## src/rtl/group_accumulator.sv

```systemverilog
// group_accumulator
//   Consumes grouped words of GROUP_SIZE two's-complement lanes and adds each
//   lane into its own accumulator. After num_reads_per_iter accepted words it
//   emits one sum vector. This repeats for num_iters iterations, and then the
//   block raises done. A configure pulse in any state latches new parameters
//   and restarts the run. A parameter value of 0 is treated as 1.
// Ports
//   clk, rst                 rising-edge clock, asynchronous active-low reset
//   configure                latch num_iters / num_reads_per_iter and (re)start
//   num_iters                iterations to run
//   num_reads_per_iter       grouped words summed per iteration
//   data_in, valid_in        grouped input word; lane k = data_in[k*DATA_WIDTH +: DATA_WIDTH]
//   avail_out                block accepts data_in this cycle (registered)
//   data_out, valid_out      sum vector; lane k = data_out[k*ACC_WIDTH +: ACC_WIDTH]
//   avail_in                 downstream accepts data_out
//   done                     all iterations emitted
module group_accumulator #(
    parameter int DATA_WIDTH             = 16,
    parameter int GROUP_SIZE             = 4,
    parameter int ACC_WIDTH              = 32,
    parameter int LOG_MAX_ITERS          = 16,
    parameter int LOG_MAX_READS_PER_ITER = 16
) (
    input  logic                             clk,
    input  logic                             rst,
    input  logic                             configure,
    input  logic [LOG_MAX_ITERS-1:0]          num_iters,
    input  logic [LOG_MAX_READS_PER_ITER-1:0] num_reads_per_iter,
    input  logic [GROUP_SIZE*DATA_WIDTH-1:0]  data_in,
    input  logic                             valid_in,
    output logic                             avail_out,
    output logic [GROUP_SIZE*ACC_WIDTH-1:0]   data_out,
    output logic                             valid_out,
    input  logic                             avail_in,
    output logic                             done
);

    typedef enum logic [1:0] {
        IDLE = 2'd0,
        RUN  = 2'd1,
        OUT  = 2'd2,
        DONE = 2'd3
    } state_t;

    state_t                              state_r;
    logic [LOG_MAX_ITERS-1:0]            iters_r;
    logic [LOG_MAX_READS_PER_ITER-1:0]   reads_r;
    logic [LOG_MAX_ITERS-1:0]            iter_cnt_r;
    logic [LOG_MAX_READS_PER_ITER-1:0]   read_cnt_r;
    logic [ACC_WIDTH-1:0]                acc_r [GROUP_SIZE];

    logic                                accept_s;
    logic                                last_read_s;
    logic                                last_iter_s;
    logic [ACC_WIDTH-1:0]                sum_s [GROUP_SIZE];
    logic [LOG_MAX_ITERS-1:0]            iters_cfg_s;
    logic [LOG_MAX_READS_PER_ITER-1:0]   reads_cfg_s;

    // Sign-extend one input lane to accumulator width.
    function automatic logic [ACC_WIDTH-1:0] sext(input logic [DATA_WIDTH-1:0] v);
        return ACC_WIDTH'($signed(v));
    endfunction

    // Handshake decode, per-lane running sums and zero-as-one parameter mapping.
    always_comb begin
        accept_s    = valid_in & avail_out;
        last_read_s = (read_cnt_r == (reads_r - LOG_MAX_READS_PER_ITER'(1)));
        last_iter_s = (iter_cnt_r == (iters_r - LOG_MAX_ITERS'(1)));
        if (num_iters == '0) begin
            iters_cfg_s = LOG_MAX_ITERS'(1);
        end else begin
            iters_cfg_s = num_iters;
        end
        if (num_reads_per_iter == '0) begin
            reads_cfg_s = LOG_MAX_READS_PER_ITER'(1);
        end else begin
            reads_cfg_s = num_reads_per_iter;
        end
        for (int k = 0; k < GROUP_SIZE; k++) begin
            sum_s[k] = acc_r[k] + sext(data_in[k*DATA_WIDTH +: DATA_WIDTH]);
        end
    end

    // Control FSM, accumulators and registered outputs. Configure wins over
    // any simultaneous accept or output handshake.
    always_ff @(posedge clk or negedge rst) begin
        if (!rst) begin
            state_r    <= IDLE;
            iters_r    <= LOG_MAX_ITERS'(1);
            reads_r    <= LOG_MAX_READS_PER_ITER'(1);
            iter_cnt_r <= '0;
            read_cnt_r <= '0;
            for (int k = 0; k < GROUP_SIZE; k++) begin
                acc_r[k] <= '0;
            end
            data_out   <= '0;
            valid_out  <= 1'b0;
            avail_out  <= 1'b0;
            done       <= 1'b0;
        end else if (configure) begin
            state_r    <= RUN;
            iters_r    <= iters_cfg_s;
            reads_r    <= reads_cfg_s;
            iter_cnt_r <= '0;
            read_cnt_r <= '0;
            for (int k = 0; k < GROUP_SIZE; k++) begin
                acc_r[k] <= '0;
            end
            valid_out  <= 1'b0;
            avail_out  <= 1'b1;
            done       <= 1'b0;
        end else begin
            case (state_r)
                IDLE: begin
                    avail_out <= 1'b0;
                end
                RUN: begin
                    if (accept_s) begin
                        if (last_read_s) begin
                            // Final word of the iteration goes straight into the output.
                            for (int k = 0; k < GROUP_SIZE; k++) begin
                                data_out[k*ACC_WIDTH +: ACC_WIDTH] <= sum_s[k];
                                acc_r[k] <= '0;
                            end
                            read_cnt_r <= '0;
                            valid_out  <= 1'b1;
                            avail_out  <= 1'b0;
                            state_r    <= OUT;
                        end else begin
                            for (int k = 0; k < GROUP_SIZE; k++) begin
                                acc_r[k] <= sum_s[k];
                            end
                            read_cnt_r <= read_cnt_r + LOG_MAX_READS_PER_ITER'(1);
                        end
                    end
                end
                OUT: begin
                    if (avail_in) begin
                        valid_out <= 1'b0;
                        if (last_iter_s) begin
                            done    <= 1'b1;
                            state_r <= DONE;
                        end else begin
                            iter_cnt_r <= iter_cnt_r + LOG_MAX_ITERS'(1);
                            avail_out  <= 1'b1;
                            state_r    <= RUN;
                        end
                    end
                end
                DONE: begin
                    avail_out <= 1'b0;
                    valid_out <= 1'b0;
                end
                default: begin
                    state_r   <= IDLE;
                    avail_out <= 1'b0;
                    valid_out <= 1'b0;
                end
            endcase
        end
    end

endmodule

```

## config.mk

```make
export PLATFORM = sky130hd
export DESIGN_NAME = group_accumulator
export DESIGN_NICKNAME = d
export VERILOG_FILES = /design/src/rtl/group_accumulator.sv
export SDC_FILE = /design/constraint.sdc
export NUM_CORES = 1
export LEC_CHECK = 0
export CELL_PAD_IN_SITES_DETAIL_PLACEMENT = 0
export CELL_PAD_IN_SITES_GLOBAL_PLACEMENT = 1
export CORE_UTILIZATION = 45
export CTS_CLUSTER_DIAMETER = 40
export DETAILED_ROUTE_END_ITERATION = 8
export MAX_ROUTING_LAYER = met4
export PLACE_DENSITY_LB_ADDON = 0.1
export SYNTH_ARGS = -nofsm -noshare
export SYNTH_HDL_FRONTEND = slang
export SYNTH_SLANG_ARGS = --single-unit
```

## constraint.sdc

```tcl
create_clock -name clk -period 8.8 [get_ports clk]
set_input_delay 2.2 -clock clk [delete_from_list [all_inputs] [get_ports clk]]
set_output_delay 2.2 -clock clk [all_outputs]
set_load 0.05 [all_outputs]
```

==> flow_summary.ini, run 1 <==
[clocking]
clkTransAtPathRegs_ns = 0.05
cts_hold_buf = 0
htree_levels = 2
cts_buffer_depth = 3
ctsRootBufferMaster = clkbuf_16
cts.sinks = 325
cts_resized = 0
post-cts-setup-buffers = 0
numCtsBuffers = 60
cts_tree = built
clkLatencyLatePin_ns = 0.61

[die]
die_h_um = 212
die_w_um = 212
io_pins = 232
start_util_pct = 45.9
coreArea_um2 = 43300
dieArea_um2 = 45000
rows = 76

[detailed_routing]
vias = 15900
avgViaCountPerCell = 5.55
wl_per_cell_um = 17.8
ant_nets = 0
totalWireLength_um = 51000
drt_iter0_markers = 935
drc = 0
drt_first_pass_iters = 7

[timing]
hold_violations = 0
relSlewSlack_pct = 16.8
period_share_pct = 63.8
min_period_ns = 5.62
rsz0062_at_grt = no
worst_slack_ns = 3.18
setup_tns_ns = 0
clock.fmax_mhz = 178
worst_slew_pin_slew_ns = 1.23
setup_viol = 0
fin_skew_ns = 0.0214
report.final.slew_viol_count = 0

[global_routing]
gr-usage-met1_pct = 30.8
overflow = 0
grt_start_max_net_pins = 156
top_usage_layer = met2
grt_pass1_vias = 16100
grt_use_met2_pct = 38.0
grtUsageTotal_pct = 23.8
antenna_found_initial = 0
met3_usage_pct = 4.46
grt_pass1_wl_um = 83800

[place]
place_congestion = 0.895
dp_hpwl_um = 35000
post-place-ws_ns = 2.65
portBuffers = 231

[yosys]
ys.flop_type = dfrtp_1
synth_xor_area_share_pct = 7.95
synth-edff-count = 0
synthSimpleGateAreaFrac_pct = 12.3
synthTopCellsByCount = dfrtp_1, nand2_1, ha_1
synth-seq-cells = 325
synth_top_area_share_pct = 40.7
synth.mux.area_fraction_pct = 8.65
synthAdderAreaFrac_pct = 8.47
syn_nets = 2227
yosys-top-cells-area = dfrtp_1, ha_1, mux2_2
synth_compound_gate_area_share_pct = 18.4
synth_top_family_by_area = compound AO/OA/AOI/OAI gates
netlist_area_um2 = 19900
yosysSeqAreaShare_pct = 41.0
synth_largest_area_cell = dfrtp_1
synth_cells = 1994
ys_types = 74
async_reset_ff_share_pct = 100
yosysMostFrequentCell = dfrtp_1
synth_warnings = 0
syn_avg_cell_area_um2 = 9.96

[critical_path]
crit_required_ns = 9.29
crit_type = input pin to register
worstPathArrival_ns = 6.11
start_kind = input pin
end_kind = register
cp_max_fo = 20

[cells_and_area]
n_antenna_cell = 0
num-nets-final = 2455
layout-drive-gt1-share_pct = 10.9
fill_cells = 3803
area_growth_pct = 25.6

[power_and_ir_drop]
p_per_area_nw_per_um2 = 286
power_frac_seq_pct = 27.1
vdd_drop_max_uv = 182
p_sw_w = 0.00255
p_int_w = 0.00458
p_leak_nw = 11.5
comb_power_share_pct = 37.9
switching_share_pct = 35.8
p_clk_share_pct = 34.9

[job]
cap_violations = 0

[hold_path]
hp-class = register to register

[run_status]
status = completed
==> sequential cells by signal, summed over array words and instances (netlist names) <==
register	flops
acc_r	128
data_out	128
iter_cnt_r	16
iters_r	16
read_cnt_r	16
reads_r	16
state_r	2
avail_out	1
done	1
valid_out	1
==> per-layer routing <==
layer	share of wire, %	vias to the layer above	wire, µm
met1	46	7722	23600
li1	-	7773	-
met4	1.9	0	991
met3	4.8	66	2460
met2	47	300	23900
met5	0	-	0
==> power by group through the flow <==
| stage | sequential (W) | clock (W) | combinational [W] |
|---|---|---|---|
| 6_report | 0.00194 | 0.00249 | 0.00271 |
| 5_1_grt | 0.00197 | 0.00261 | 0.00305 |
| 4_1_cts | 0.00194 | 0.00254 | 0.00271 |
| 3_5_place_dp | 0.00196 | 0 | 0.00270 |
| 3_3_place_gp | 0.00195 | 0 | 0.00266 |
| 2_1_floorplan | 0.00191 | 0 | 0.00211 |
==> cells in the final DEF (no fill, tap or decap), drive strengths merged, types with 28 or more instances in the layout <==
| cell | netlist | routed |
|---|---|---|
| nand2 | 166 | 166 |
| nor2 | 102 | 102 |
| o21ai | 107 | 107 |
| a21oi | 110 | 110 |
| xor2 | 75 | 75 |
| a21o | 53 | 53 |
| ha | 128 | 128 |
| nand3 | 37 | 37 |
| clkbuf | 63 | 72 |
| o31ai | 52 | 52 |
| dfrtp | 323 | 323 |
| clkdlybuf4s50 | 0 | 229 |
| o21bai | 28 | 28 |
| and3 | 34 | 34 |
| nor3 | 32 | 32 |
| inv | 92 | 104 |
| mux2 | 108 | 108 |
| a22o | 49 | 49 |
| xnor2 | 100 | 100 |
| mux2i | 50 | 50 |
==> cell families after synthesis <==
family / after synthesis
flops: 325
fa+ha+maj: 132
xor+xnor: 177
simple gates: 498
mux: 158
compound gates: 536
buf+inv: 168
==> through the flow <==
stage | area [µm²] | hold WS, ns | utilization, % | cells | total power, W
after floorplan | 19900 | 0.453 | - | 1994 | 0.00402
after global placement | 22700 | 0.465 | 52.5 | 2745 | 0.00461
after detailed placement | 22700 | 0.474 | 52.5 | 2745 | 0.00465
after CTS | 24900 | 0.484 | 57.6 | 2858 | 0.00719
after global routing | 24900 | 0.498 | 57.6 | 2858 | 0.00764
final | 24900 | 0.478 | 57.6 | 2858 | 0.00713
==> cell type report <==
class / count / area [µm²] / share of cell area [%]
Clock buffer: 72 / 1680 / 6.73
Clock inverter: 41 / 533 / 2.14
Inverter: 92 / 345 / 1.38
Multi-Input combinational cell: 1501 / 11100 / 44.5
Sequential cell: 325 / 8140 / 32.6
Tap cell: 585 / 732 / 2.93
Timing Repair Buffer: 242 / 2420 / 9.70
==> worst max-delay path, cell delays in order <==
cell and delay, ns:
clkdlybuf4s50_1 0.90, ha_1 0.62, a21o_1 0.21, a21o_1 0.18
a2111oi_0 0.52, o31ai_1 0.23, a211o_1 0.32, a21oi_1 0.29
o21ai_0 0.18, xor2_1 0.17, mux2_2 0.28
==> final timing paths <==
kind	depth (start not counted)	endpoint	slack (ns)	startpoint
min in group asynchronous	1	acc_r[0]	1.58	rst
worst max register to register	10	data_out[16]	3.66	reads_r[2]
max in group asynchronous	2	acc_r[87]	5.65	rst
worst max-delay path	11	data_out[126]	3.18	data_in[63]
worst min-delay path	2	acc_r[38]	0.48	acc_r[38]
worst min register to register	2	acc_r[38]	0.48	acc_r[38]
Power figures use the tool's default switching activity.
==> run 2: changes to the inputs <==
CORE_UTILIZATION = 40   (was 45)
clock period = 4.65 ns   (was 8.8 ns; I/O delays follow)
==> run 2 against run 1 <==
Against the previous run: sequential power is 89% higher; utilization down 5.3 points; flip-flop and latch count is the same; final cell count is 4.3% higher; non-clock buffer count rose by 29; critical path type unchanged.
==> flow_summary.ini, run 2 (same netlist as run 1, synthesis figures left out) <==
[die]
rows = 81
coreArea_um2 = 49000
io_pins = 232
start_util_pct = 40.6
die_h_um = 225
die_w_um = 225
dieArea_um2 = 50500

[critical_path]
crit_type = input pin to register
cp_max_fo = 3
worstPathArrival_ns = 4.50
crit_required_ns = 5.09
end_kind = register
start_kind = input pin
r2r_setup_slack_ns = 0.64

[power_and_ir_drop]
p_total_w = 0.0142
p_per_area_nw_per_um2 = 553
p_leak_nw = 11.8
vdd_drop_max_uv = 309

[job]
cap_violations = 0

[clocking]
cts_buffer_depth = 3
ctsRootBufferMaster = clkbuf_16
clkTransAtPathRegs_ns = 0.05
clkLatencyLatePin_ns = 0.60
numCtsBuffers = 69
htree_levels = 3
cts_tree = built
cts_hold_buf = 0
cts_resized = 0
post-cts-setup-buffers = 0
cts.sinks = 325

[detailed_routing]
totalWireLength_um = 53100
dr_wl_met3_um = 2330
wl_per_cell_um = 17.8
drt_iter0_markers = 891
avgViaCountPerCell = 5.38
route.met2.wl_um = 25100
drc = 0
vias = 16000
top_layer = met4
ant_nets = 0
drt_first_pass_iters = 5
wl_met1_um = 24500

[cells_and_area]
final_common_cell = dfrtp_1
area_growth_pct = 29.0
n_antenna_cell = 0
num-nets-final = 2493
largestRegisters = acc_r: 128 flops, data_out: 128 flops
fill_cells = 4471
layout_common_cells = dfrtp_1, clkdlybuf4s50_1, nand2_1
final_util_pct = 52.3
layout-drive-gt1-share_pct = 12.4

[run_status]
status = completed

[timing]
worst_slew_pin_slew_ns = 0.815
report.final.slew_viol_count = 0
worst_slack_ns = 0.589
setup_tns_ns = 0
clock.fmax_mhz = 246
relSlewSlack_pct = 45.6
setup_viol = 0
rsz0062_at_grt = no
min_period_ns = 4.06
fin_skew_ns = 0.0317
holdWs_ns = 0.476
hold_violations = 0
period_share_pct = 87.3

[global_routing]
antenna_found_initial = 0
grt_pass1_vias = 16300
grtUsageTotal_pct = 22.2
grt_start_max_net_pins = 165
overflow = 0
grt_pass1_wl_um = 86900

[hold_path]
hp-class = register to register

[place]
place_congestion = 0.834
post-place-ws_ns = -0.00684
portBuffers = 231
dp_hpwl_um = 37100
-- run 2: cell types whose count changed in the layout (fill, tap and decap cells not counted), moves of 3 or more --
cell / previous run / this run
buf_12: 2 / 9
buf_4: 9 / 31
clkbuf_1: 1 / 5
clkbuf_16: 62 / 71
clkinv_2: 6 / 11
clkinv_4: 7 / 4
-- run 2: worst max-delay path: stages --
cell,delay (ns)
clkdlybuf4s50_1,0.41
ha_1,0.25
fa_1,0.45
a211oi_1,0.29
o21ai_0,0.19
a211oi_1,0.33
o21ai_0,0.24
a221oi_1,0.35
buf_4,0.19
o21ai_0,0.11
a31oi_1,0.23
xor2_1,0.21
o31ai_1,0.09
-- run 2: cell type report --
type / count / area [µm²] / share of cell area (%)
inverter: 92 / 345 / 1.35
tap: 664 / 831 / 3.24
timing repair buffer: 271 / 2730 / 10.6
sequential: 325 / 8140 / 31.8
clock inverter: 43 / 584 / 2.28
multi-input combinational: 1501 / 11100 / 43.3
clock buffer: 84 / 1910 / 7.44
-- run 2: worst paths after layout --
| path | endpoint | start | depth (start not counted) |
|---|---|---|---|
| max | acc_r[120] | data_in[0] | 13 |
| min | acc_r[100] | acc_r[100] | 2 |
| max reg2reg | data_out[75] | reads_r[2] | 10 |
| min reg2reg | acc_r[100] | acc_r[100] | 2 |
| max in group asynchronous | acc_r[47] | rst | 2 |
| min in group asynchronous | acc_r[0] | rst | 1 |
-- run 2: where the power goes --
group          internal, W  total [W]  switching (W)  leakage, nW
combinational      0.00232    0.00524        0.00292         6.49
clock              0.00355    0.00526        0.00170         1.22
sequential         0.00334    0.00367       0.000330         4.08
-- run 2: routing by layer --
layer	vias to the layer above	GRT usage [%]
met3	85	4.65
li1	7855	-
met2	296	35.5
met1	7795	28.3
met4	0	6.23
met5	-	-
-- run 2: stage by stage --
stage / cells / cell area, µm²
after global routing: 2980 / 25600
after floorplan: 1994 / 19900
final: 2980 / 25600
after global placement: 2853 / 23100
after detailed placement: 2853 / 23100
after CTS: 2980 / 25600
==> run 3: changes to the inputs <==
CORE_MARGIN = 4   (was default)
CORE_UTILIZATION = 45   (was 40)
HOLD_SLACK_MARGIN = 0.06   (was default)
clock period = 4.85 ns   (was 4.65 ns; I/O delays follow)
==> run 3 against run 2 <==
Against the previous run: via count decreased by 0.44%; clock-buffer cell count increased by 2; sequential power decreased by 4%.
==> flow_summary.ini, run 3 (same netlist as run 1, synthesis figures left out) <==
[timing]
min_period_ns = 4.11
report.final.slew_viol_count = 0
holdWs_ns = 0.477
fin_skew_ns = 0.0142
rsz0062_at_grt = no
relSlewSlack_pct = 28.3
clock.fmax_mhz = 243
worst_slew_pin_slew_ns = 1.07
period_share_pct = 84.7
setup_tns_ns = 0
hold_violations = 0
setup_viol = 0

[die]
die_w_um = 218
die_h_um = 218
start_util_pct = 45.8
coreArea_um2 = 43400
dieArea_um2 = 47500
io_pins = 232
rows = 76

[clocking]
post-cts-setup-buffers = 0
cts_buffer_depth = 3
clkLatencyLatePin_ns = 0.57
numCtsBuffers = 66
cts.sinks = 325
cts_resized = 0
clkTransAtPathRegs_ns = 0.05
cts_hold_buf = 0
htree_levels = 3
ctsRootBufferMaster = clkbuf_16
cts_tree = built

[power_and_ir_drop]
p_leak_nw = 11.6
p_per_area_nw_per_um2 = 512
vdd_drop_max_uv = 344

[critical_path]
crit_required_ns = 5.30
critPathSlowestCell = or4_1
cp_top_family = simple AND/OR/NAND/NOR gates
r2r_setup_slack_ns = 0.74
slowest_delay_ns = 0.68
end_kind = register
crit_buf_inv = 1
r2r_start = reads_r[2]
r2r-end = data_out[80]
r2r_cells = 10
cp_max_fo = 28
worstPathArrival_ns = 4.55
start_kind = register
path_cells = or4_1 -> or3_1 -> a221oi_1 -> a2111o_1 -> nand2_1 -> nor4bb_1 -> nand4b_1 -> nor3_4 -> buf_12 -> mux2_2
crit_type = register to register

[cells_and_area]
fill_cells = 3856
largestRegisters = acc_r: 128 flops, data_out: 128 flops
n_antenna_cell = 0
layout-drive-gt1-share_pct = 11.6
num-nets-final = 2486
area_growth_pct = 26.5
fin_cells = 2886
layout_common_cells = dfrtp_1, clkdlybuf4s50_1, nand2_1
final_common_cell = dfrtp_1

[detailed_routing]
drt_first_pass_iters = 4
vias = 16000
ant_nets = 0
drt_iter0_markers = 767
avgViaCountPerCell = 5.53
drc = 0
totalWireLength_um = 52300
wl_per_cell_um = 18.1

[global_routing]
grt_pass1_vias = 16500
grt_start_max_net_pins = 89
grt_pass1_wl_um = 86400
antenna_found_initial = 0
grtUsageTotal_pct = 22.8
overflow = 0

[hold_path]
hp-start = acc_r[104]
hp-class = register to register
hold_depth = 2
holdPathEnd = acc_r[104]

[job]
cap_violations = 0

[run_status]
status = completed

[place]
dp.cells = 2770
portBuffers = 231
place_congestion = 0.878
dp_hpwl_um = 37000
==> run 3: changes by cell type in the layout (fill, tap and decap cells not counted) <==
cell,previous run,this run
clkinvlp_4,4,6
bufinv_16,11,4
buf_12,9,7
buf_4,31,29
inv_8,2,0
clkbuf_8,8,9
clkinv_4,4,2
inv_6,9,8
clkbuf_16,71,67
clkinv_2,11,10
clkbuf_1,5,10
clkinv_8,2,0
==> run 3: metal layers <==
metal  routed length [µm]  global-route usage, %
met5                    0                      -
met4                 1070                   5.88
met3                 2520                   5.21
met2                24700                   36.8
met1                24000                   29.3
==> run 3: worst max-delay path by stage <==
stage                      from           end  slack (ns)  cells after the start
floorplan           data_in[32]  data_out[94]        0.95                     11
global placement    data_in[33]  data_out[87]        0.23                     11
global route         reads_r[2]   data_out[1]        0.47                     10
CTS                  reads_r[2]  data_out[81]        0.74                     10
finish               reads_r[2]  data_out[80]        0.74                     10
detailed placement   data_in[0]  data_out[24]        0.17                     13
==> run 3: cell type report <==
type / count / area [µm²] / share of cell area, %
clock inverter: 30 / 303 / 1.21
sequential: 325 / 8140 / 32.4
clock buffer: 86 / 1840 / 7.32
tap: 585 / 732 / 2.91
timing repair buffer: 267 / 2670 / 10.6
inverter: 92 / 345 / 1.37
multi-input combinational: 1501 / 11100 / 44.2
==> run 3: tightest hold or removal path: cells and delay by family, from the launching register on <==
| family | cells | cell delay [ns] |
|---|---|---|
| DFF | 1 | 0.34 |
| AOI/OAI and AO/OA | 1 | 0.06 |
| and+or+nand+nor | 1 | 0.05 |
==> run 3: where the power goes <==
group          leakage (nW)  total [W]  internal (W)  switching, W
logic                  6.46    0.00495       0.00219       0.00276
clock network          1.04    0.00438       0.00288       0.00150
registers              4.08    0.00352       0.00320      0.000324
==> run 3: metrics by stage <==
stage                     setup slack, ns  cell area, µm²  power [W]  utilization, %
after floorplan                     0.947           19900    0.00729               -
after global placement              0.231           23000    0.00843            53.0
after detailed placement            0.166           23000    0.00850            53.0
after CTS                           0.736           25100     0.0130            57.9
after global routing                0.469           25100     0.0138            57.9
final                               0.742           25100     0.0129            57.9
==> RTL edit 1, RTL diff (flow settings as in run 1) <==
Register the output `data_out` once more, without a reset; this adds one clock of latency there. The other outputs are not delayed to match.
--- a/src/rtl/group_accumulator.sv
+++ b/src/rtl/group_accumulator.sv
@@ -41,6 +41,8 @@
         OUT  = 2'd2,
         DONE = 2'd3
     } state_t;
+
+    logic [GROUP_SIZE*ACC_WIDTH-1:0] data_s0;
 
     state_t                              state_r;
     logic [LOG_MAX_ITERS-1:0]            iters_r;
@@ -93,7 +95,7 @@
             for (int k = 0; k < GROUP_SIZE; k++) begin
                 acc_r[k] <= '0;
             end
-            data_out   <= '0;
+            data_s0    <= '0;
             valid_out  <= 1'b0;
             avail_out  <= 1'b0;
             done       <= 1'b0;
@@ -119,7 +121,7 @@
                         if (last_read_s) begin
                             // Final word of the iteration goes straight into the output.
                             for (int k = 0; k < GROUP_SIZE; k++) begin
-                                data_out[k*ACC_WIDTH +: ACC_WIDTH] <= sum_s[k];
+                                data_s0[k*ACC_WIDTH +: ACC_WIDTH] <= sum_s[k];
                                 acc_r[k] <= '0;
                             end
                             read_cnt_r <= '0;
@@ -160,5 +162,9 @@
         end
     end
 
+    always_ff @(posedge clk) begin
+        data_out <= data_s0;
+    end
+
 endmodule
 
Check against the original RTL: not equivalent (Yosys sat finds a counterexample within 4 cycles, from zero or initial values and one cycle with rst low).
==> RTL edit 1 against run 1 <==
Count of clock-buffer cells in the layout up 4. Sequential cell count up 128. Routed wire length up 1.9%. Non-clock buffer count down 4. Area after synthesis up 9.7%. Design area up 8.3%. Worst setup slack worse by 0.10 ns. First-iteration DRC count down 1.4%.
Power is not compared: it rests on default switching activity, and its combinational part moved more than twofold at a synthesized area within 25%.
==> RTL edit 1: results (changes against run 1) <==
final_layout:
  layout.nets: 2656  # +8.2%
  largest_registers: "acc_r: 128 flops, data_out: 128 flops, data_s0: 128 flops"
  instances_no_fill: 3099  # +8.4%
  drive_gt1_frac: 0.0811  # -0.0280
  n_fill_cell: 4263  # +12%
synth:
  syn_avg_cell_area_um2: 9.91  # -0.48%
  async_flop_share: 0.717  # -0.283
  synthTopCellsByArea: "dfrtp_1 37%, dfxtp_1 12%, ha_1 7.4%"
  yosysSeqAreaShare: 0.491  # +0.0816
  synth.distinct_cells: 71  # -4.1%
  synthTopCellsByCount: "323 x dfrtp_1, 297 x nand2_1, 245 x o21ai_0"
placement:
  place_ws_ns: 2.54  # -0.106 ns
  place_congestion: 0.867  # -3.2%
  dp.cells: 2968  # +8.1%
  dp_hpwl_mm: 35.4  # +1.1%
  post_dp_cell_area_mm2: 0.0246  # +8.3%
grt:
  track_usage: 0.222  # -0.0162
  grt_max_degree: 170  # +9.0%
  grt_pass1_vias: 16900  # +5.0%
  grt_pass1_wl_mm: 86.3  # +3.0%
timing:
  fin_worst_skew_ns: 0.0162  # -0.00512 ns
  tightestPinTransition_ns: 0.973  # -0.257 ns
cts:
  htree_levels: 3  # +1
  clock_latency_ns: 0.59  # -0.02 ns
critical_path:
  arrival_ns: 6.14  # +0.03 ns
  crit_path_max_incr_delay_ns: 0.84  # -0.06 ns
  path_max_fanout: 17  # -15%
route:
  dr.pass1.iters: 5  # -2
  routed_via_density: 5.40  # -2.7%
  drt_iter0_drc: 922  # -1.4%
  avgRoutedWirePerCell_um: 16.8  # -6.0%
status:
  status: "complete, no violations"
==> RTL edit 1: cell types whose count changed after synthesis, moves of 43 or more <==
cell            run 1  this run
o21ai_0           107       245
nand2_1           166       297
dfxtp_1             0       128
mux2_2             98        36
inv_1              92        41
mux2i_1            50         7
==> RTL edit 1: worst reg2reg max path: stages (launching register included) <==
cell,delay [ns]
dfstp_2,0.62
inv_1,0.07
ha_1,0.28
or3_1,0.40
a31o_2,0.25
or4_1,0.39
or3_1,0.37
nor4_4,0.22
buf_4,0.26
nand2b_4,0.32
buf_4,0.77
nor3_1,0.20
a221o_1,0.30
==> RTL edit 1: area by class of cell <==
cell class	instances	share of cell area
Inverter	41	0.00570
Antenna cell	5	0.000463
Tap cell	615	0.0285
Clock buffer	76	0.0661
Multi-Input combinational cell	1621	0.392
Timing Repair Buffer	238	0.0885
Clock inverter	50	0.0222
Sequential cell	453	0.396
==> RTL edit 1: metrics by stage <==
stage / util / hold WS, ns
finish: 0.566 / 0.353
global placement: 0.515 / 0.351
CTS: 0.565 / 0.354
global route: 0.566 / 0.373
floorplan: - / 0.342
detailed placement: 0.515 / 0.351
==> RTL edit 1: power breakdown <==
group,internal (mW),leakage [nW],switching [mW]
Sequential,2.20,5.40,0.0938
Combinational,0.558,5.45,0.774
Clock,1.72,1.14,1.06
==> RTL edit 1: logic make-up after synthesis <==
| group | after synthesis | synth area share |
|---|---|---|
| compound gates | 653 | 0.181 |
| simple gates | 617 | 0.132 |
| flops | 453 | 0.491 |
| xor+xnor | 166 | 0.0668 |
| fa+ha+maj | 132 | 0.0772 |
| buf+inv | 123 | 0.0234 |
| mux | 53 | 0.0287 |
==> RTL edit 1: layer usage <==
layer | part of all wire | routed length [um] | vias to the layer above | track usage
li1 | - | - | 8305 | -
met5 | 0 | 0 | - | -
met1 | 0.47 | 24200 | 8031 | 0.289
met3 | 0.049 | 2550 | 79 | 0.0473
met4 | 0.021 | 1080 | 0 | 0.0757
met2 | 0.46 | 24100 | 324 | 0.344
==> RTL edit 1: final timing paths <==
kind | slack [ns] | to | cells past startpoint | from
max | 3.08 | acc_r[94]$_DFFE_PN0P_ | 12 | data_in[31]
min | 0.35 | data_out[112]$_DFF_P_ | 0 | data_s0[112]$_DFFE_PN0P_
max reg2reg | 4.23 | acc_r[127]$_DFFE_PN0P_ | 12 | reads_r[0]$_DFFE_PN1P_
min reg2reg | 0.35 | data_out[112]$_DFF_P_ | 0 | data_s0[112]$_DFFE_PN0P_
max in group asynchronous | 5.68 | iter_cnt_r[12]$_DFFE_PN0P_ | 2 | rst
min in group asynchronous | 1.67 | acc_r[109]$_DFFE_PN0P_ | 1 | rst
==> RTL edit 2, RTL diff (config.mk and constraints of run 1) <==
Without the edit above. `LOG_MAX_READS_PER_ITER`: 16 -> 14.
--- a/src/rtl/group_accumulator.sv
+++ b/src/rtl/group_accumulator.sv
@@ -19,7 +19,7 @@
     parameter int GROUP_SIZE             = 4,
     parameter int ACC_WIDTH              = 32,
     parameter int LOG_MAX_ITERS          = 16,
-    parameter int LOG_MAX_READS_PER_ITER = 16
+    parameter int LOG_MAX_READS_PER_ITER = 14
 ) (
     input  logic                             clk,
     input  logic                             rst,
Interface: changed (resized num_reads_per_iter); port bits go from 232 to 230. The function was not compared with the original's and may differ.
==> RTL edit 2 against run 1 <==
Fmax is 1.3% higher. Die area is 2.6% lower. Hold slack worse by 0.019 ns. Count of clock-buffer cells in the layout is 4 lower. Routed wire length is 2.7% higher. Synthesized cell count is 4.2% higher. Area after synthesis is 2.6% lower. Design area is 3.6% lower. Worst setup slack better by 0.075 ns. Combinational power is 1% higher. Clock power is 9.6% lower. Total power is 2.7% lower. Sequential cell count is 4 lower. Critical endpoint is now acc_r[28]$_DFFE_PN0P_. Largest cell class unchanged. Largest power group unchanged.
==> RTL edit 2: results (changes against run 1) <==
status:
  status: "complete, no violations"
synth:
  yosysSeqAreaShare: 0.416  # +0.00577
  async_flop_share: 1.00  # unchanged
  synthAdderAreaFrac: 0.0870  # +0.00226
  ys.flop_type: "dfrtp_1"
  synth.distinct_cells: 72  # -2.7%
  synthesis.instances: 2077  # +4.2%
  muxShareOfSynthArea: 0.0299  # -0.0566
  yosys_warnings: 0  # unchanged
  synth_nets: 2308  # +3.6%
  synthTopCellsByArea: "dfrtp_1 41%, ha_1 8.3%, nand2_1 7.9%"
  synth_xor_area_frac: 0.0772  # -0.00228
  synthTopCellsByCount: "408 x nand2_1, 319 x dfrtp_1, 155 x o21ai_0, 128 x ha_1, 116 x a21oi_1"
  synth-compound-area-share: 0.208  # +0.0243
grt:
  globalRouteMet3Util: 0.0376  # -0.00705
  grt_max_degree: 128  # -18%
  antenna_found_initial: 4  # +4
  grt_pass1_wl_mm: 85.5  # +2.0%
  grt_overflow: 0  # unchanged
  grt_util_met1: 0.339  # +0.0304
  gr-usage-met2: 0.382  # +0.00162
  track_usage: 0.250  # +0.0119
final_layout:
  drive_gt1_frac: 0.0749  # -0.0343
  largest_registers: "acc_r: 128 flops, data_out: 128 flops"
  n_fill_cell: 3824  # +0.55%
  layout.nets: 2520  # +2.6%
placement:
  dp_hpwl_mm: 36.1  # +3.1%
  dp.cells: 2769  # +0.87%
  place_ws_ns: 2.67  # +0.0200 ns
  place_congestion: 0.861  # -3.8%
  port_buffers: 229  # -0.87%
  post_dp_cell_area_mm2: 0.0221  # -2.9%
cts:
  cts_buffers: 57  # -5.0%
  root_buffer: "clkbuf_16"
  clock_latency_ns: 0.60
  cts_resized: 0  # unchanged
  clkTransAtPathRegs_ns: 0.05  # about the same
  post_cts_buffers: 0  # unchanged
  htree_levels: 2  # unchanged
  clockBufferDepth: 3  # unchanged
critical_path:
  cpMaxStageDelayCell: "o41ai_1"
  arrival_ns: 6.05  # -0.06 ns
  path_max_fanout: 5  # -75%
  crit_path_max_incr_delay_ns: 0.96  # +0.06 ns
timing:
  max-slew-margin-rel: 0.252  # +0.0833
  fin_worst_skew_ns: 0.0187  # -0.00269 ns
pwr:
  vdd_drop_max_mv: 0.184  # +1.3%
  leakage_nw: 11.3  # -1.4%
route:
  dr.pass1.iters: 5  # -2
  routed_wl_mm: 52.3  # +2.7%
  routed_via_density: 5.58  # +0.57%
  vias: 16100  # +1.4%
  drt_iter0_drc: 988  # +5.7%
worst_hold_path:
  hold_path.class: "flop to flop"
RTL edit 2: cell types whose count changed in the layout (fill, tap and decap cells not counted), moves of 33 or more:
cell     delta
mux2_2     -60
inv_1      -52
a21o_1     +33
mux2i_1    -44
o21ai_0    +49
nand2_1   +243
RTL edit 2: worst max-delay path, delay by kind of cell:
family                   cells  cell delay (ns)
adder cells (fa/ha/maj)      2             0.69
XOR/XNOR                     1             0.22
AO/OA/AOI/OAI                7             2.35
buffers and inverters        1             0.48
AND/OR/NAND/NOR              1             0.11
RTL edit 2: metal layers:
layer	part of all wire	up-vias
met1	0.48	7722
met2	0.45	342
met3	0.044	98
li1	-	7918
met4	0.027	0
met5	0	-
RTL edit 2: cells by family after synthesis:
kind of cell	Yosys count
XOR/XNOR	167
adder cells (fa/ha/maj)	132
buffers and inverters	131
multiplexers	52
AO/OA/AOI/OAI	609
AND/OR/NAND/NOR	665
flip-flops	321
RTL edit 2: where the power goes:
group	switching [mW]	internal [mW]	leakage (nW)	total (mW)
combinational	1.55	1.19	6.08	2.75
clock	0.854	1.40	0.961	2.25
sequential	0.189	1.75	4.28	1.94
RTL edit 2: path summary, 6_finish.rpt:
check | from | slack (ns) | endpoint | cells after the start
setup reg to reg | reads_r[1]$_DFFE_PN0P_ | 3.94 | data_out[59]$_DFFE_PN0P_ | 11
setup / recovery | data_in[48] | 3.26 | acc_r[28]$_DFFE_PN0P_ | 12
hold / removal | data_out[25]$_DFFE_PN0P_ | 0.46 | data_out[25]$_DFFE_PN0P_ | 2
min in group asynchronous | rst | 1.55 | data_out[101]$_DFFE_PN0P_ | 1
max in group asynchronous | rst | 5.92 | reads_r[1]$_DFFE_PN0P_ | 2
hold reg to reg | data_out[25]$_DFFE_PN0P_ | 0.46 | data_out[25]$_DFFE_PN0P_ | 2
RTL edit 2: area by class of cell:
cell class / count / area, um^2 / area share
flip-flops and latches: 321 / 8040 / 0.334
repair buffers: 243 / 2420 / 0.101
clock buffers: 68 / 1540 / 0.0641
multi-input cells: 1625 / 10800 / 0.448
inverters: 41 / 154 / 0.00640
diodes: 4 / 10.0 / 0.000416
clock inverters: 40 / 427 / 0.0178
well taps: 539 / 674 / 0.0281
RTL edit 2: through the flow:
step                power (mW)  hold WS, ns  utilization
floorplan                 4.05        0.453            -
global placement          4.66        0.452        0.524
detailed placement        4.70        0.455        0.524
CTS                       7.01        0.467        0.570
global route              7.43        0.484        0.570
finish                    6.94        0.459        0.570
